## config.mk

```make
export PLATFORM = sky130hd
export DESIGN_NAME = music_sequencer_flat
export DESIGN_NICKNAME = d
export VERILOG_FILES = /design/src/rtl/music_sequencer_pkg.sv /design/src/rtl/music_sequencer_if.sv /design/src/rtl/music_sequencer_tick_div.sv /design/src/rtl/music_sequencer.sv /design/src/flat_wrapper.sv
export SDC_FILE = /design/constraint.sdc
export NUM_CORES = 1
export LEC_CHECK = 0
export BUFFER_PORTS_ARGS = -buffer_cell sky130_fd_sc_hd__buf_2
export CAP_MARGIN = 15
export CELL_PAD_IN_SITES_DETAIL_PLACEMENT = 2
export CELL_PAD_IN_SITES_GLOBAL_PLACEMENT = 2
export CORE_ASPECT_RATIO = 0.5
export CORE_UTILIZATION = 37
export CTS_CLUSTER_DIAMETER = 200
export DETAILED_ROUTE_END_ITERATION = 10
export PLACE_DENSITY = 0.92
export SYNTH_ARGS = -nofsm -noshare
export SYNTH_HDL_FRONTEND = slang
export SYNTH_SLANG_ARGS = --single-unit
```

## constraint.sdc

```tcl
create_clock -name clk -period 3.2 [get_ports clk]
set_clock_uncertainty 0.15 [all_clocks]
set_input_delay 0.64 -clock clk [delete_from_list [all_inputs] [get_ports clk]]
set_output_delay 0.64 -clock clk [all_outputs]
set_load 0.01 [all_outputs]
```

## src/rtl/music_sequencer_pkg.sv

```systemverilog
// music_pkg: shared constants for the music sequencer.
//   - note codes understood by the tone generator
//   - note/space durations in ticks
//   - default tick divider width
//   - the fixed 25-entry melody ROM ({is_long, code} per entry)
//   - FSM state encodings (ST_PAUSED is only reachable with MUSIC_SEQ_PAUSE_EN)
package music_pkg;

  typedef logic [2:0] note_code_t;

  localparam note_code_t NOTE_GSHARP = 3'd0;
  localparam note_code_t NOTE_FSHARP = 3'd1;
  localparam note_code_t NOTE_DSHARP = 3'd2;
  localparam note_code_t NOTE_D      = 3'd3;
  localparam note_code_t NOTE_CSHARP = 3'd4;
  localparam note_code_t NOTE_B      = 3'd5;

  localparam int SHORT_TICKS        = 3;
  localparam int LONG_TICKS         = 7;
  localparam int SPACE_TICKS        = 1;
  localparam int DEFAULT_TICK_WIDTH = 5468;
  localparam int ROM_LEN            = 25;

  typedef struct packed {
    logic       is_long;
    note_code_t code;
  } melody_entry_t;

  localparam melody_entry_t MELODY_ROM [ROM_LEN] = '{
    {1'b1, NOTE_FSHARP}, {1'b1, NOTE_GSHARP}, {1'b0, NOTE_D},      {1'b1, NOTE_DSHARP},
    {1'b0, NOTE_B},      {1'b0, NOTE_D},      {1'b0, NOTE_CSHARP}, {1'b1, NOTE_B},
    {1'b1, NOTE_B},      {1'b1, NOTE_CSHARP}, {1'b1, NOTE_D},      {1'b0, NOTE_D},
    {1'b0, NOTE_CSHARP}, {1'b0, NOTE_B},      {1'b0, NOTE_CSHARP}, {1'b0, NOTE_DSHARP},
    {1'b0, NOTE_FSHARP}, {1'b0, NOTE_GSHARP}, {1'b0, NOTE_DSHARP}, {1'b0, NOTE_FSHARP},
    {1'b0, NOTE_CSHARP}, {1'b0, NOTE_D},      {1'b0, NOTE_B},      {1'b0, NOTE_CSHARP},
    {1'b0, NOTE_B}
  };

  localparam logic [2:0] ST_IDLE   = 3'd0;
  localparam logic [2:0] ST_OFFER  = 3'd1;
  localparam logic [2:0] ST_NOTE   = 3'd2;
  localparam logic [2:0] ST_SPACE  = 3'd3;
  localparam logic [2:0] ST_PAUSED = 3'd4;

  // Index of the last tick of a note, as compared against the tick counter.
  function automatic logic [2:0] note_last_tick(input melody_entry_t e);
    return e.is_long ? 3'(LONG_TICKS - 1) : 3'(SHORT_TICKS - 1);
  endfunction

endpackage

```

## src/rtl/music_sequencer_if.sv

```systemverilog
// music_sequencer_if: link between the sequencer and the tone generator.
//   note_code  - note index offered to the tone generator
//   note_valid - note_code is being offered
//   note_ready - tone generator accepts note_code
//   note_gate  - tone is audible (PWM enable)
// Modports: master = sequencer, slave = tone generator.
interface music_sequencer_if;
  import music_pkg::*;

  note_code_t note_code;
  logic       note_valid;
  logic       note_ready;
  logic       note_gate;

  modport master (output note_code, output note_valid, output note_gate, input note_ready);
  modport slave  (input note_code, input note_valid, input note_gate, output note_ready);

endinterface

```

## src/rtl/music_sequencer_tick_div.sv

```systemverilog
// music_tick_div: counts sample strobes and emits one tick every TICK_WIDTH
// strobes.
//   clk, rst   - clock, asynchronous active-high reset
//   clr        - synchronous clear of the strobe count
//   en         - count enable; strobes outside en are ignored
//   sample_stb - sample-rate strobe being counted
//   tick       - high in the cycle whose strobe completes a tick
module music_tick_div
  import music_pkg::*;
#(
  parameter int TICK_WIDTH = DEFAULT_TICK_WIDTH
) (
  input  logic clk,
  input  logic rst,
  input  logic clr,
  input  logic en,
  input  logic sample_stb,
  output logic tick
);

  localparam int CW = (TICK_WIDTH > 1) ? $clog2(TICK_WIDTH) : 1;

  logic [CW-1:0] cnt;
  logic          at_top;

  assign at_top = (cnt == CW'(TICK_WIDTH - 1));
  // Combinational so the sequencer can act on the same edge that wraps the count.
  assign tick   = en && sample_stb && at_top;

  always_ff @(posedge clk or posedge rst) begin
    if (rst) begin
      cnt <= '0;
    end else if (clr) begin
      cnt <= '0;
    end else if (en && sample_stb) begin
      cnt <= at_top ? '0 : cnt + CW'(1);
    end
  end

endmodule

```

## src/rtl/music_sequencer.sv

```systemverilog
// music_sequencer: plays the fixed melody ROM as a loop of gated notes.
// Each entry is offered to the tone generator (valid/ready), then gated for
// 3 or 7 ticks, followed by a 1-tick silent space.
//   clk, rst      - clock, asynchronous active-high reset
//   sample_stb    - one-cycle pulse per sample period
//   play / stop   - start from IDLE / abort to IDLE (stop has priority)
//   pause         - pause request, only honoured with MUSIC_SEQ_PAUSE_EN
//   tone          - music_sequencer_if.master (note_code/valid/ready/gate)
//   melody_pos    - current melody index
//   loop_done     - one-cycle pulse when melody_pos wraps to 0
//   busy          - high in every state except IDLE
// Build option: define MUSIC_SEQ_PAUSE_EN to enable the PAUSED state.
module music_sequencer
  import music_pkg::*;
#(
  parameter int TICK_WIDTH = DEFAULT_TICK_WIDTH,
  parameter int MELODY_LEN = ROM_LEN
) (
  input  logic                     clk,
  input  logic                     rst,
  input  logic                     sample_stb,
  input  logic                     play,
  input  logic                     stop,
  input  logic                     pause,
  music_sequencer_if.master        tone,
  output logic [4:0]               melody_pos,
  output logic                     loop_done,
  output logic                     busy
);

  logic [2:0]    state, state_n;
  logic [2:0]    tick_cnt, tick_cnt_n;
  logic [4:0]    pos_n;
  logic          loop_n;
  logic          tick, div_clr, div_en, hold;
  melody_entry_t cur_entry, nxt_entry;

`ifdef MUSIC_SEQ_PAUSE_EN
  logic [2:0] resume_state;
  assign hold = pause;
`else
  logic pause_unused;
  assign pause_unused = pause;
  assign hold         = 1'b0;
`endif

  assign cur_entry = MELODY_ROM[melody_pos];
  assign nxt_entry = MELODY_ROM[pos_n];

  // A pause request freezes the divider in the same cycle it stops the FSM,
  // so no strobe is lost or double-counted across a pause.
  assign div_en  = ((state == ST_NOTE) || (state == ST_SPACE)) && !hold;
  assign div_clr = stop || ((state == ST_OFFER) && tone.note_ready);

  music_tick_div #(.TICK_WIDTH(TICK_WIDTH)) u_tick_div (
    .clk        (clk),
    .rst        (rst),
    .clr        (div_clr),
    .en         (div_en),
    .sample_stb (sample_stb),
    .tick       (tick)
  );

  // Next-state logic; stop overrides everything, including play and pause.
  always_comb begin
    state_n    = state;
    tick_cnt_n = tick_cnt;
    pos_n      = melody_pos;
    loop_n     = 1'b0;
    if (stop) begin
      state_n    = ST_IDLE;
      tick_cnt_n = '0;
      pos_n      = '0;
    end else begin
      case (state)
        ST_IDLE: begin
          if (play) begin
            state_n    = ST_OFFER;
            tick_cnt_n = '0;
            pos_n      = '0;
          end
        end
        ST_OFFER: begin
          if (tone.note_ready) begin
            state_n    = ST_NOTE;
            tick_cnt_n = '0;
          end
        end
        ST_NOTE: begin
          if (tick) begin
            if (tick_cnt == note_last_tick(cur_entry)) begin
              state_n    = ST_SPACE;
              tick_cnt_n = '0;
            end else begin
              tick_cnt_n = tick_cnt + 3'd1;
            end
          end
`ifdef MUSIC_SEQ_PAUSE_EN
          if (hold) state_n = ST_PAUSED;
`endif
        end
        ST_SPACE: begin
          if (tick) begin
            if (tick_cnt == 3'(SPACE_TICKS - 1)) begin
              state_n    = ST_OFFER;
              tick_cnt_n = '0;
              if (melody_pos == 5'(MELODY_LEN - 1)) begin
                pos_n  = '0;
                loop_n = 1'b1;
              end else begin
                pos_n = melody_pos + 5'd1;
              end
            end else begin
              tick_cnt_n = tick_cnt + 3'd1;
            end
          end
`ifdef MUSIC_SEQ_PAUSE_EN
          if (hold) state_n = ST_PAUSED;
`endif
        end
`ifdef MUSIC_SEQ_PAUSE_EN
        ST_PAUSED: begin
          if (!pause) state_n = resume_state;
        end
`endif
        default: state_n = ST_IDLE;
      endcase
    end
  end

  // Outputs are registered from the next-state values so they change on the
  // same edge as the state itself.
  always_ff @(posedge clk or posedge rst) begin
    if (rst) begin
      state           <= ST_IDLE;
      tick_cnt        <= '0;
      melody_pos      <= '0;
      loop_done       <= 1'b0;
      busy            <= 1'b0;
      tone.note_gate  <= 1'b0;
      tone.note_valid <= 1'b0;
      tone.note_code  <= '0;
    end else begin
      state           <= state_n;
      tick_cnt        <= tick_cnt_n;
      melody_pos      <= pos_n;
      loop_done       <= loop_n;
      busy            <= (state_n != ST_IDLE);
      tone.note_gate  <= (state_n == ST_NOTE);
      tone.note_valid <= (state_n == ST_OFFER);
      tone.note_code  <= (state_n == ST_IDLE) ? '0 : nxt_entry.code;
    end
  end

`ifdef MUSIC_SEQ_PAUSE_EN
  // Remember which state to return to when the pause is released.
  always_ff @(posedge clk or posedge rst) begin
    if (rst) begin
      resume_state <= ST_IDLE;
    end else if ((state_n == ST_PAUSED) && (state != ST_PAUSED)) begin
      resume_state <= state;
    end
  end
`endif

endmodule

```

## src/flat_wrapper.sv

```systemverilog
// flat-port wrapper written by rule: the top's interface ports become plain ports
module music_sequencer_flat import music_pkg::*;
#(
  parameter int TICK_WIDTH = DEFAULT_TICK_WIDTH,
  parameter int MELODY_LEN = ROM_LEN
)
  (clk, rst, sample_stb, play, stop, pause, melody_pos, loop_done, busy, tone_note_code, tone_note_valid, tone_note_gate, tone_note_ready);
  music_sequencer_if tone_i ();
  input  logic clk;
  input  logic rst;
  input  logic sample_stb;
  input  logic play;
  input  logic stop;
  input  logic pause;
  output logic [4:0] melody_pos;
  output logic loop_done;
  output logic busy;
  output wire logic [$bits(tone_i.note_code)-1:0] tone_note_code;
  output wire logic [$bits(tone_i.note_valid)-1:0] tone_note_valid;
  output wire logic [$bits(tone_i.note_gate)-1:0] tone_note_gate;
  input wire logic [$bits(tone_i.note_ready)-1:0] tone_note_ready;
  assign tone_note_code = tone_i.note_code;
  assign tone_note_valid = tone_i.note_valid;
  assign tone_note_gate = tone_i.note_gate;
  assign tone_i.note_ready = tone_note_ready;
  music_sequencer #(.TICK_WIDTH(TICK_WIDTH), .MELODY_LEN(MELODY_LEN)) u_core (.clk(clk), .rst(rst), .sample_stb(sample_stb), .play(play), .stop(stop), .pause(pause), .tone(tone_i), .melody_pos(melody_pos), .loop_done(loop_done), .busy(busy));
endmodule
```

==> results of run 1 <==
[Yosys cell counts (2+ instances only)]
library cell	count
inv_1	18
nor2b_1	4
xor2_1	5
nor3_1	5
nand2b_1	3
o31ai_1	2
and4_1	2
ha_1	12
mux2i_1	4
nand2_1	21
or2_2	2
o311ai_0	2
and4bb_2	2
nor2_1	17
nand3_1	9
a21oi_1	8
and3_1	3
buf_6	2
or3_1	4
nand3b_1	3
o21ai_0	11
and2_1	2
nand4_1	6
buf_2	3
o21a_1	2
dfrtp_1	31
o31a_1	2
mux2_2	2
[logic make-up (layout without fill, tap and decap cells)]
kind of cell / after synthesis / in the layout / share of synthesized area [%]
xor gates and xnor gates: 6 / 6 / 2.67
DFF: 31 / 31 / 39.4
and+or+nand+nor: 94 / 94 / 27.0
AOI/OAI and AO/OA: 39 / 39 / 13.4
other: 1 / 1 / 0.191
muxes: 7 / 7 / 3.94
buffers and inverters: 25 / 49 / 5.79
adders and majority gates: 12 / 12 / 7.63
[worst min-delay path: cells and delay by family]
kind     cells  cell delay [ns]
buf+inv      3             0.51
[where the power goes]
group / total [mW] / internal, mW / switching, mW
Sequential: 0.397 / 0.394 / 0.00288
Combinational: 0.0453 / 0.0143 / 0.0310
Clock: 0.320 / 0.152 / 0.168
Total: 0.762 / 0.560 / 0.202
[layout make-up]
type | count | area, µm²
fill | 545 | 2790
multi-input combinational | 159 | 1080
sequential | 31 | 776
timing repair buffer | 23 | 130
tap | 70 | 87.6
clock buffer | 6 | 72.6
inverter | 18 | 67.6
clock inverter | 2 | 12.5
[how the worst min path moves through the flow]
stage	end	slack (ns)	depth (start not counted)
after CTS	u_core.u_tick_div.cnt[12]$_DFFE_PP0P_	0.29	3
after global routing	u_core.u_tick_div.cnt[8]$_DFFE_PP0P_	0.30	3
after floorplan	u_core.u_tick_div.cnt[11]$_DFFE_PP0P_	0.31	1
after global placement	u_core.u_tick_div.cnt[11]$_DFFE_PP0P_	0.36	1
final	u_core.u_tick_div.cnt[12]$_DFFE_PP0P_	0.27	3
after detailed placement	u_core.tick_cnt[0]$_DFFE_PP0P_	0.38	1
[state kept, by name (all words and copies together), names as in the netlist]
name / flops
u_core.melody_pos: 5
u_core.tone.note_gate: 1
u_core.state: 3
u_core.tone.note_code: 3
u_core.loop_done: 1
u_core.busy: 1
u_core.tone.note_valid: 1
u_core.tick_cnt: 3
u_core.u_tick_div.cnt: 13
[what timing repair did]
| action | CTS | global route |
|---|---|---|
| hold endpoints to repair | 0 | 0 |
| setup endpoints to repair | 0 | 1 |
| resized for setup | 0 | 2 |
[per-layer routing]
| layer | GRT usage [%] | vias up | wire length, µm |
|---|---|---|---|
| met2 | 44.6 | 31 | 2930 |
| met4 | 9.62 | 0 | 167 |
| li1 | - | 808 | - |
| met5 | 0 | - | 0 |
| met3 | 6.17 | 19 | 211 |
| met1 | 29.1 | 877 | 2770 |
==> flow_metrics.py, run 1 <==
metrics = {
    "status": {
        "status": "finished, final reports clean",
    },
    "placed_design": {
        "numPortBuffers": 17,
        "dp_cells": 301,
        "place.gp.congestion": 0.822,
        "dp_hpwl_um": 4320,
        "placed_area_um2": 2140,
        "post-place-ws_ns": 0.158,
    },
    "setup_path": {
        "cpMaxStageDelayCell": "dfrtp_1",
        "r2r_cells": 11,
        "cpPeakStageDelay_ns": 0.41,
        "worstReg2RegStart": "u_core.u_tick_div.cnt[0]$_DFFE_PP0P_",
        "ff2ff_setup_slack_ns": 0.26,
        "cp_max_fo": 5,
        "critPathCapture": "u_core.tone.note_code[0]$_DFF_PP0_",
        "r2r_end": "u_core.tone.note_code[0]$_DFF_PP0_",
        "crit_chain": "ha_1, and4bb_2, and4_1, nand2_1, mux2_2, inv_1, ha_1, inv_1, mux2i_1, nand2_1, o221a_2",
        "critPathBufInv": 2,
        "worstPathRequired_ns": 3.23,
        "path_class": "register to register",
        "cp.depth": 11,
        "start_kind": "register",
        "crit_family": "simple AND/OR/NAND/NOR gates",
        "crit_path_start": "u_core.u_tick_div.cnt[0]$_DFFE_PP0P_",
        "cp.arrival_ns": 2.97,
        "worstSetupEndpointType": "register",
    },
    "clock_network": {
        "cts.sinks": 31,
        "htreeDepth": 2,
        "cts_tree": "built",
        "clkLatencyLatePin_ns": 0.30,
        "clk_pin_slew_ns": 0.08,
        "post_cts_buffers": 0,
        "cts_hold_buf": 0,
        "cts_buffers": 5,
        "cts_root_buf": "clkbuf_8",
        "cts_max_path_buffers": 2,
    },
    "sta": {
        "fin_crit_sh_pct": 91.9,
        "worstMarginPinSlew_ns": 0.570,
        "fmax_mhz": 340,
        "fin_ws_ns": 0.259,
        "slew_viol_final": 0,
        "setup_viol": 0,
        "fin_tns_setup_ns": 0,
        "timing.hold.ws_ns": 0.273,
        "rsz0062_at_grt": "no",
        "post-route-min-period_ns": 2.94,
        "hold_violations": 0,
        "slew_headroom_pct": 62.0,
    },
    "route": {
        "viasPerCell": 5.61,
        "avgRoutedWirePerCell_um": 19.7,
        "drc": 0,
        "finalWirelength_um": 6080,
        "first_pass_iters": 4,
        "drt_first_iter_violations": 59,
        "final_antenna_net_count": 0,
        "vias": 1735,
    },
    "layout": {
        "final_cell_mix": "dfrtp_1, nand2_1, inv_1, nor2_1, buf_2",
        "final_cell_count_no_fill": 309,
        "fin_util_pct": 44.4,
        "stdcell_area_um2": 2230,
        "syn2layout_area_growth_pct": 13.4,
        "final_layout_size_suffix_gt1_share_pct": 18.8,
        "finalNetCount": 257,
        "n_antenna_cell": 0,
        "final_common_cell": "dfrtp_1",
    },
    "floorplanning": {
        "die_w_um": 105,
        "rows": 18,
        "die-area_um2": 5630,
        "start_util_pct": 39.2,
        "die_h_um": 53.6,
        "coreArea_um2": 5020,
        "pin_count": 19,
    },
    "yosys": {
        "synthesis.area_um2": 1970,
        "yosysTopAreaCell": "dfrtp_1",
        "ys.flop_type": "dfrtp_1",
        "synth-seq-cells": 31,
        "yosys-top-cells-area": "dfrtp_1, ha_1, nand2_1",
        "yosysWarnings": 0,
        "synth.yosys.seq_area_share_pct": 39.4,
        "synth_top_area_share_pct": 39.4,
        "synth-edff-count": 0,
        "async_flop_share_pct": 100,
        "synth_cell_types": 56,
        "avgSynthCellArea_um2": 9.15,
        "syn-num-nets": 234,
        "synthCells": 215,
    },
    "hold_path": {
        "hold_path_class": "input pin to async pin",
    },
    "global_route": {
        "grt_pass1_vias": 1898,
        "grt_overflow_total": 0,
        "antenna_found_initial": 0,
        "grt_first_pass_wirelength_um": 10200,
        "grt_usage_pct": 24.5,
        "grt_start_max_net_pins": 32,
    },
    "flow_run": {
        "cap_violations": 0,
    },
    "power_and_ir_drop": {
        "p_total_mw": 0.762,
        "p_leak_nw": 1.01,
        "p_per_area_nw_per_um2": 342,
        "ir_drop_v": 0.000185,
    },
}
(Power assumes the default switching activity.)
==> run 2: changes to the inputs <==
--- a/config.mk
+++ b/config.mk
@@ -14,6 +14,8 @@
 export CTS_CLUSTER_DIAMETER = 200
 export DETAILED_ROUTE_END_ITERATION = 10
 export PLACE_DENSITY = 0.92
+export RECOVER_POWER = 25
+export SKIP_LAST_GASP = 1
 export SYNTH_ARGS = -nofsm -noshare
 export SYNTH_HDL_FRONTEND = slang
 export SYNTH_SLANG_ARGS = --single-unit
==> run 2 against run 1 <==
  * The flow now finishes with violations (capacitance limit, slew limit)
  * Sequential power about the same
  * Cell area decreased by 0.17%
  * Setup slack about the same
  * Global-route usage unchanged
  * Sequential cell count unchanged
  * Sequential share of layout area increased by 0.059 points
  * Non-clock buffer count unchanged
  * Total power about the same
  * Combinational power decreased by 1%
  * Die area unchanged
  * Largest cell class unchanged
  * Highest routed layer unchanged
==> flow_metrics.py, run 2 (same netlist as run 1, synthesis figures left out) <==
metrics = {
    "status": {
        "status": "finished, violations left",
        "violations": "capacitance limit, slew limit",
    },
    "clock_network": {
        "cts.sinks": 31,
        "cts_tree": "built",
        "cts_resized": 0,
        "clk_pin_slew_ns": 0.07,
        "cts_hold_buf": 0,
        "clkLatencyLatePin_ns": 0.30,
        "cts_max_path_buffers": 2,
        "cts_buffers": 5,
        "post_cts_buffers": 0,
        "htreeDepth": 2,
        "cts_root_buf": "clkbuf_8",
    },
    "layout": {
        "n_antenna_cell": 0,
        "final_cell_count_no_fill": 309,
        "largest_reg_flops": 13,
        "reg_top3": "u_core.u_tick_div.cnt: 13 flops, u_core.melody_pos: 5 flops",
        "final_layout_size_suffix_gt1_share_pct": 18.4,
        "top_register": "u_core.u_tick_div.cnt",
        "final_common_cell": "dfrtp_1",
        "syn2layout_area_growth_pct": 13.2,
        "final_cell_mix": "dfrtp_1, nand2_1, inv_1, nor2_1, buf_2",
        "finalNetCount": 257,
    },
    "flow_run": {
        "cap_violations": 1,
    },
    "global_route": {
        "grt_pass1_vias": 1898,
        "antenna_found_initial": 0,
        "use_met3_pct": 6.17,
        "globalRoute.busiestLayer": "met2",
        "grt_usage_pct": 24.5,
        "grt_first_pass_wirelength_um": 10200,
        "grt_overflow_total": 0,
        "grt_start_max_net_pins": 32,
        "met1_usage_pct": 29.1,
        "use_met2_pct": 44.6,
    },
    "route": {
        "drt_first_iter_violations": 59,
        "vias": 1735,
        "avgRoutedWirePerCell_um": 19.7,
        "finalWirelength_um": 6080,
        "viasPerCell": 5.61,
        "first_pass_iters": 4,
        "final_antenna_net_count": 0,
        "drc": 0,
    },
    "hold_path": {
        "whs_endpoint": "u_core.tick_cnt[0]$_DFFE_PP0P_",
        "hold_path_class": "register to register",
        "min-delay-start": "u_core.tick_cnt[0]$_DFFE_PP0P_",
        "holdPathStages": 1,
    },
    "setup_path": {
        "worstSetupEndpointType": "register",
        "crit_chain": "ha_1, and4bb_2, and4_1, nand2_1, mux2_2, inv_1, ha_1, inv_1, mux2i_1, nand2_1, o221a_2",
        "cpMaxStageDelayCell": "dfrtp_1",
        "cp_max_fo": 5,
        "critPathBufInv": 2,
        "ff2ff_setup_slack_ns": 0.26,
        "cpPeakStageDelay_ns": 0.41,
        "start_kind": "register",
        "cp.arrival_ns": 2.97,
        "r2r_end": "u_core.tone.note_code[0]$_DFF_PP0_",
        "crit_family": "simple AND/OR/NAND/NOR gates",
        "worstReg2RegStart": "u_core.u_tick_div.cnt[0]$_DFFE_PP0P_",
        "path_class": "register to register",
        "worstPathRequired_ns": 3.23,
        "crit_path_start": "u_core.u_tick_div.cnt[0]$_DFFE_PP0P_",
        "r2r_cells": 11,
    },
    "power_and_ir_drop": {
        "p_per_area_nw_per_um2": 342,
        "p_total_mw": 0.762,
        "ir_drop_v": 0.000185,
        "p_leak_nw": 1.01,
    },
    "floorplanning": {
        "die_w_um": 105,
        "die_h_um": 53.6,
        "coreArea_um2": 5020,
        "start_util_pct": 39.2,
        "pin_count": 19,
        "die-area_um2": 5630,
        "rows": 18,
    },
    "placed_design": {
        "dp_hpwl_um": 4320,
        "dp_cells": 301,
        "place.gp.congestion": 0.822,
        "numPortBuffers": 17,
    },
    "sta": {
        "setup_viol": 0,
        "fin_tns_setup_ns": 0,
        "slew_viol_final": 32,
        "fmax_mhz": 340,
        "slew_headroom_pct": -21.9,
        "rsz0062_at_grt": "no",
        "post-route-min-period_ns": 2.94,
        "fin_crit_sh_pct": 91.9,
        "hold_violations": 0,
        "worstMarginPinSlew_ns": 1.83,
    },
}
==> run 2: worst max-delay path by stage <==
| stage | to | cells past startpoint |
|---|---|---|
| 2_1_floorplan | u_core.tone.note_code[0]$_DFF_PP0_ | 10 |
| 3_3_place_gp | u_core.tone.note_code[1]$_DFF_PP0_ | 8 |
| 3_5_place_dp | u_core.tone.note_code[1]$_DFF_PP0_ | 10 |
| 4_1_cts | u_core.tone.note_code[1]$_DFF_PP0_ | 10 |
| 5_1_grt | u_core.tone.note_code[1]$_DFF_PP0_ | 10 |
| 6_report | u_core.tone.note_code[0]$_DFF_PP0_ | 11 |
==> run 2: per-stage QoR <==
stage          util, %  hold WS, ns  setup WS (ns)  area [µm²]
2_1_floorplan        -        0.310          0.508        1970
3_3_place_gp      42.6        0.360          0.260        2140
3_5_place_dp      42.6        0.378          0.158        2140
4_1_cts           44.3        0.288          0.149        2220
5_1_grt           44.3        0.427         0.0547        2230
6_report          44.3        0.390          0.260        2230
==> run 2: power by group <==
group	total (mW)	switching (mW)	leakage (nW)	internal [mW]
Sequential	0.397	0.00288	0.430	0.394
Clock	0.320	0.168	0.0412	0.152
Combinational	0.0447	0.0309	0.540	0.0137
==> run 2: layer usage <==
metal | wire length [µm] | vias to the layer above
met4 | 167 | 0
met3 | 202 | 19
met5 | 0 | -
met2 | 2940 | 31
li1 | - | 808
met1 | 2770 | 877
==> run 2: area by class of cell <==
type                            instances  area [µm²]
Multi-Input combinational cell        159        1080
Sequential cell                        31         776
Fill cell                             545        2800
Inverter                               18        67.6
Tap cell                               70        87.6
Clock buffer                            6        72.6
Clock inverter                          2        12.5
Timing Repair Buffer                   23         126
==> run 3: changes to the inputs <==
--- a/config.mk
+++ b/config.mk
@@ -10,10 +10,10 @@
 export CELL_PAD_IN_SITES_DETAIL_PLACEMENT = 2
 export CELL_PAD_IN_SITES_GLOBAL_PLACEMENT = 2
 export CORE_ASPECT_RATIO = 0.5
-export CORE_UTILIZATION = 37
+export CORE_UTILIZATION = 33
 export CTS_CLUSTER_DIAMETER = 200
 export DETAILED_ROUTE_END_ITERATION = 10
-export PLACE_DENSITY = 0.92
+export PLACE_DENSITY = 0.87
 export RECOVER_POWER = 25
 export SKIP_LAST_GASP = 1
 export SYNTH_ARGS = -nofsm -noshare
==> constraint.sdc (replaced) <==
create_clock -name clk -period 2.7 [get_ports clk]
set_clock_uncertainty 0.15 [all_clocks]
set_input_delay 0.54 -clock clk [delete_from_list [all_inputs] [get_ports clk]]
set_output_delay 0.54 -clock clk [all_outputs]
set_load 0.01 [all_outputs]
==> run 3 against run 2 <==
  * The flow finishes with violations (DRC, capacitance limit, slew limit, setup timing)
  * Sequential power rose by 19%
  * Cell count increased by 15%
  * Total power up 55%
  * Combinational power rose by 75%
  * Die area increased by 12%
  * Cell area is 23% higher
  * Sequential cell count unchanged
  * Routed wire length is 56% higher
  * Global-route usage is 5.7 points higher
  * Critical path depth is the same
  * Core utilization grew 4.5 points
  * Fmax rose by 3.5%
  * Highest routed layer unchanged
==> flow_metrics.py, run 3 (same netlist as run 1, synthesis figures left out) <==
metrics = {
    "floorplanning": {
        "die-area_um2": 6290,
        "start_util_pct": 35.1,
        "die_w_um": 111,
        "pin_count": 19,
        "die_h_um": 56.6,
        "coreArea_um2": 5610,
        "rows": 19,
    },
    "setup_path": {
        "path_class": "register to register",
        "start_kind": "register",
        "cpMaxStageDelayCell": "dfrtp_2",
        "worstReg2RegStart": "u_core.state[2]$_DFF_PP0_",
        "cp.arrival_ns": 2.85,
        "cpPeakStageDelay_ns": 0.44,
        "crit_path_start": "u_core.state[2]$_DFF_PP0_",
        "crit_family": "simple AND/OR/NAND/NOR gates",
        "cp_max_fo": 4,
        "worstSetupEndpointType": "register",
        "critPathBufInv": 3,
        "worstPathRequired_ns": 2.71,
        "cpMostUsedCell": "inv_4",
        "crit_chain": "nand3b_1, nor3b_4, nand2_2, mux2_4, inv_4, buf_4, ha_4, inv_4, mux2i_2, nand2_1, o221a_2",
    },
    "sta": {
        "rsz0062_at_grt": "yes",
        "fin_tns_setup_ns": -0.209,
        "fin_crit_sh_pct": 105,
        "setup_viol": 3,
        "timing.hold.ws_ns": 0.411,
        "worstMarginPinSlew_ns": 1.84,
        "post-route-min-period_ns": 2.84,
        "fmax_mhz": 352,
        "hold_violations": 0,
        "fin_ws_ns": -0.141,
        "slew_viol_final": 32,
        "slew_headroom_pct": -22.8,
    },
    "clock_network": {
        "cts_tree": "built",
        "htreeDepth": 2,
        "cts.sinks": 31,
        "clkLatencyLatePin_ns": 0.29,
        "clk_pin_slew_ns": 0.06,
        "cts_max_path_buffers": 2,
        "cts_buffers": 5,
        "cts_root_buf": "clkbuf_16",
    },
    "status": {
        "violations": "DRC, capacitance limit, slew limit, setup timing",
        "status": "finished, violations left",
    },
    "route": {
        "first_pass_iters": 7,
        "avgRoutedWirePerCell_um": 26.7,
        "viasPerCell": 5.78,
        "final_antenna_net_count": 0,
        "finalWirelength_um": 9500,
        "vias": 2058,
        "drt_first_iter_violations": 97,
        "drc": 2,
    },
    "layout": {
        "largest_reg_flops": 13,
        "final_layout_size_suffix_gt1_share_pct": 38.9,
        "register_area_um2": 778,
        "top_register": "u_core.u_tick_div.cnt",
        "fin_util_pct": 48.8,
        "syn2layout_area_growth_pct": 39.3,
        "final_common_cell": "buf_4",
        "final_cell_mix": "buf_4, dfrtp_1, nand2_1, buf_2, inv_1",
        "stdcell_area_um2": 2740,
        "multi_input_area_um2": 1170,
        "finalNetCount": 301,
        "fillers": 603,
        "reg_top3": "u_core.u_tick_div.cnt: 13 flops, u_core.melody_pos: 5 flops",
        "n_antenna_cell": 0,
    },
    "global_route": {
        "grt_overflow_total": 0,
        "met1_usage_pct": 36.0,
        "grt_pass1_vias": 2254,
        "antenna_found_initial": 0,
        "grt_first_pass_wirelength_um": 13900,
        "globalRoute.busiestLayer": "met2",
        "grt_usage_pct": 30.2,
        "use_met2_pct": 53.4,
        "use_met3_pct": 6.26,
        "grt_start_max_net_pins": 32,
    },
    "placed_design": {
        "placed_area_um2": 2390,
        "numPortBuffers": 17,
        "place.gp.congestion": 0.798,
        "dp_hpwl_um": 5480,
    },
    "hold_path": {
        "hold_path_class": "input pin to register",
        "min-delay-start": "stop",
    },
    "power_and_ir_drop": {
        "comb_power_share_pct": 6.6,
        "clkPwrFrac_pct": 53.7,
        "ir_drop_v": 0.000273,
        "p_per_area_nw_per_um2": 432,
        "p_leak_nw": 1.29,
        "p_switching_mw": 0.296,
        "p_sw_share_pct": 25.0,
        "pwr-share-seq_pct": 39.7,
        "internal_power_mw": 0.889,
    },
    "flow_run": {
        "cap_violations": 1,
    },
}
-- run 3: cell count changes in the layout (fill, tap and decap cells not counted), moves of 4 or more --
cell | before | now
buf_4 | 5 | 45
buf_6 | 0 | 4
clkbuf_16 | 0 | 5
nor2_1 | 17 | 13
nor2_2 | 0 | 4
-- run 3: layer usage --
layer,share of wire [%],wire length (µm)
met5,0,0
met4,3.7,352
met3,4.0,384
met2,48,4560
met1,44,4210
-- run 3: area by class of cell --
cell class | count | share of cell area, %
well taps | 73 | 3.33
repair buffers | 67 | 17.2
inverters | 18 | 2.65
clock buffers | 7 | 5.57
clock inverters | 1 | 0.274
multi-input cells | 159 | 42.6
flip-flops and latches | 31 | 28.4
-- run 3: repair_timing --
action                     in CTS  in global routing
resized for setup              16                 18
buffers inserted                4                  8
setup endpoints to repair       4                  5
pin swaps                       3                  6
hold buffers                    0                  0
-- run 3: power by group through the flow --
stage          clock network [mW]  registers (mW)  logic [mW]
2_1_floorplan                   0           0.478      0.0348
6_report                    0.635           0.471      0.0783
4_1_cts                     0.628           0.470      0.0697
5_1_grt                     0.655           0.471      0.0830
3_3_place_gp                    0           0.478      0.0586
3_5_place_dp                    0           0.479      0.0645
-- run 3: path summary, 6_finish.rpt --
path,endpoint,slack (ns),depth (start not counted)
worst min-delay path,u_core.state[1]$_DFF_PP0_,0.41,2
min in group asynchronous,u_core.state[1]$_DFF_PP0_,0.83,3
worst max register to register,u_core.tone.note_code[0]$_DFF_PP0_,-0.14,11
worst max-delay path,u_core.tone.note_code[0]$_DFF_PP0_,-0.14,11
max in group asynchronous,u_core.melody_pos[0]$_DFF_PP0_,0.36,3
worst min register to register,u_core.tick_cnt[0]$_DFFE_PP0P_,0.48,2
-- run 3: stage by stage --
stage	setup WS, ns	power, mW	cells
after floorplan	0.00817	0.513	215
after global placement	-0.0974	0.537	337
after detailed placement	-0.244	0.543	337
after CTS	-0.0426	1.17	349
after global routing	-0.186	1.21	356
final	-0.141	1.18	356
-- run 3: worst reg2reg max path, delay by kind of cell (launching register included) --
family          cells  cell delay (ns)
simple gates        4             0.88
mux                 2             0.55
flops               1             0.44
compound gates      1             0.31
buf+inv             3             0.23
fa+ha+maj           1             0.15
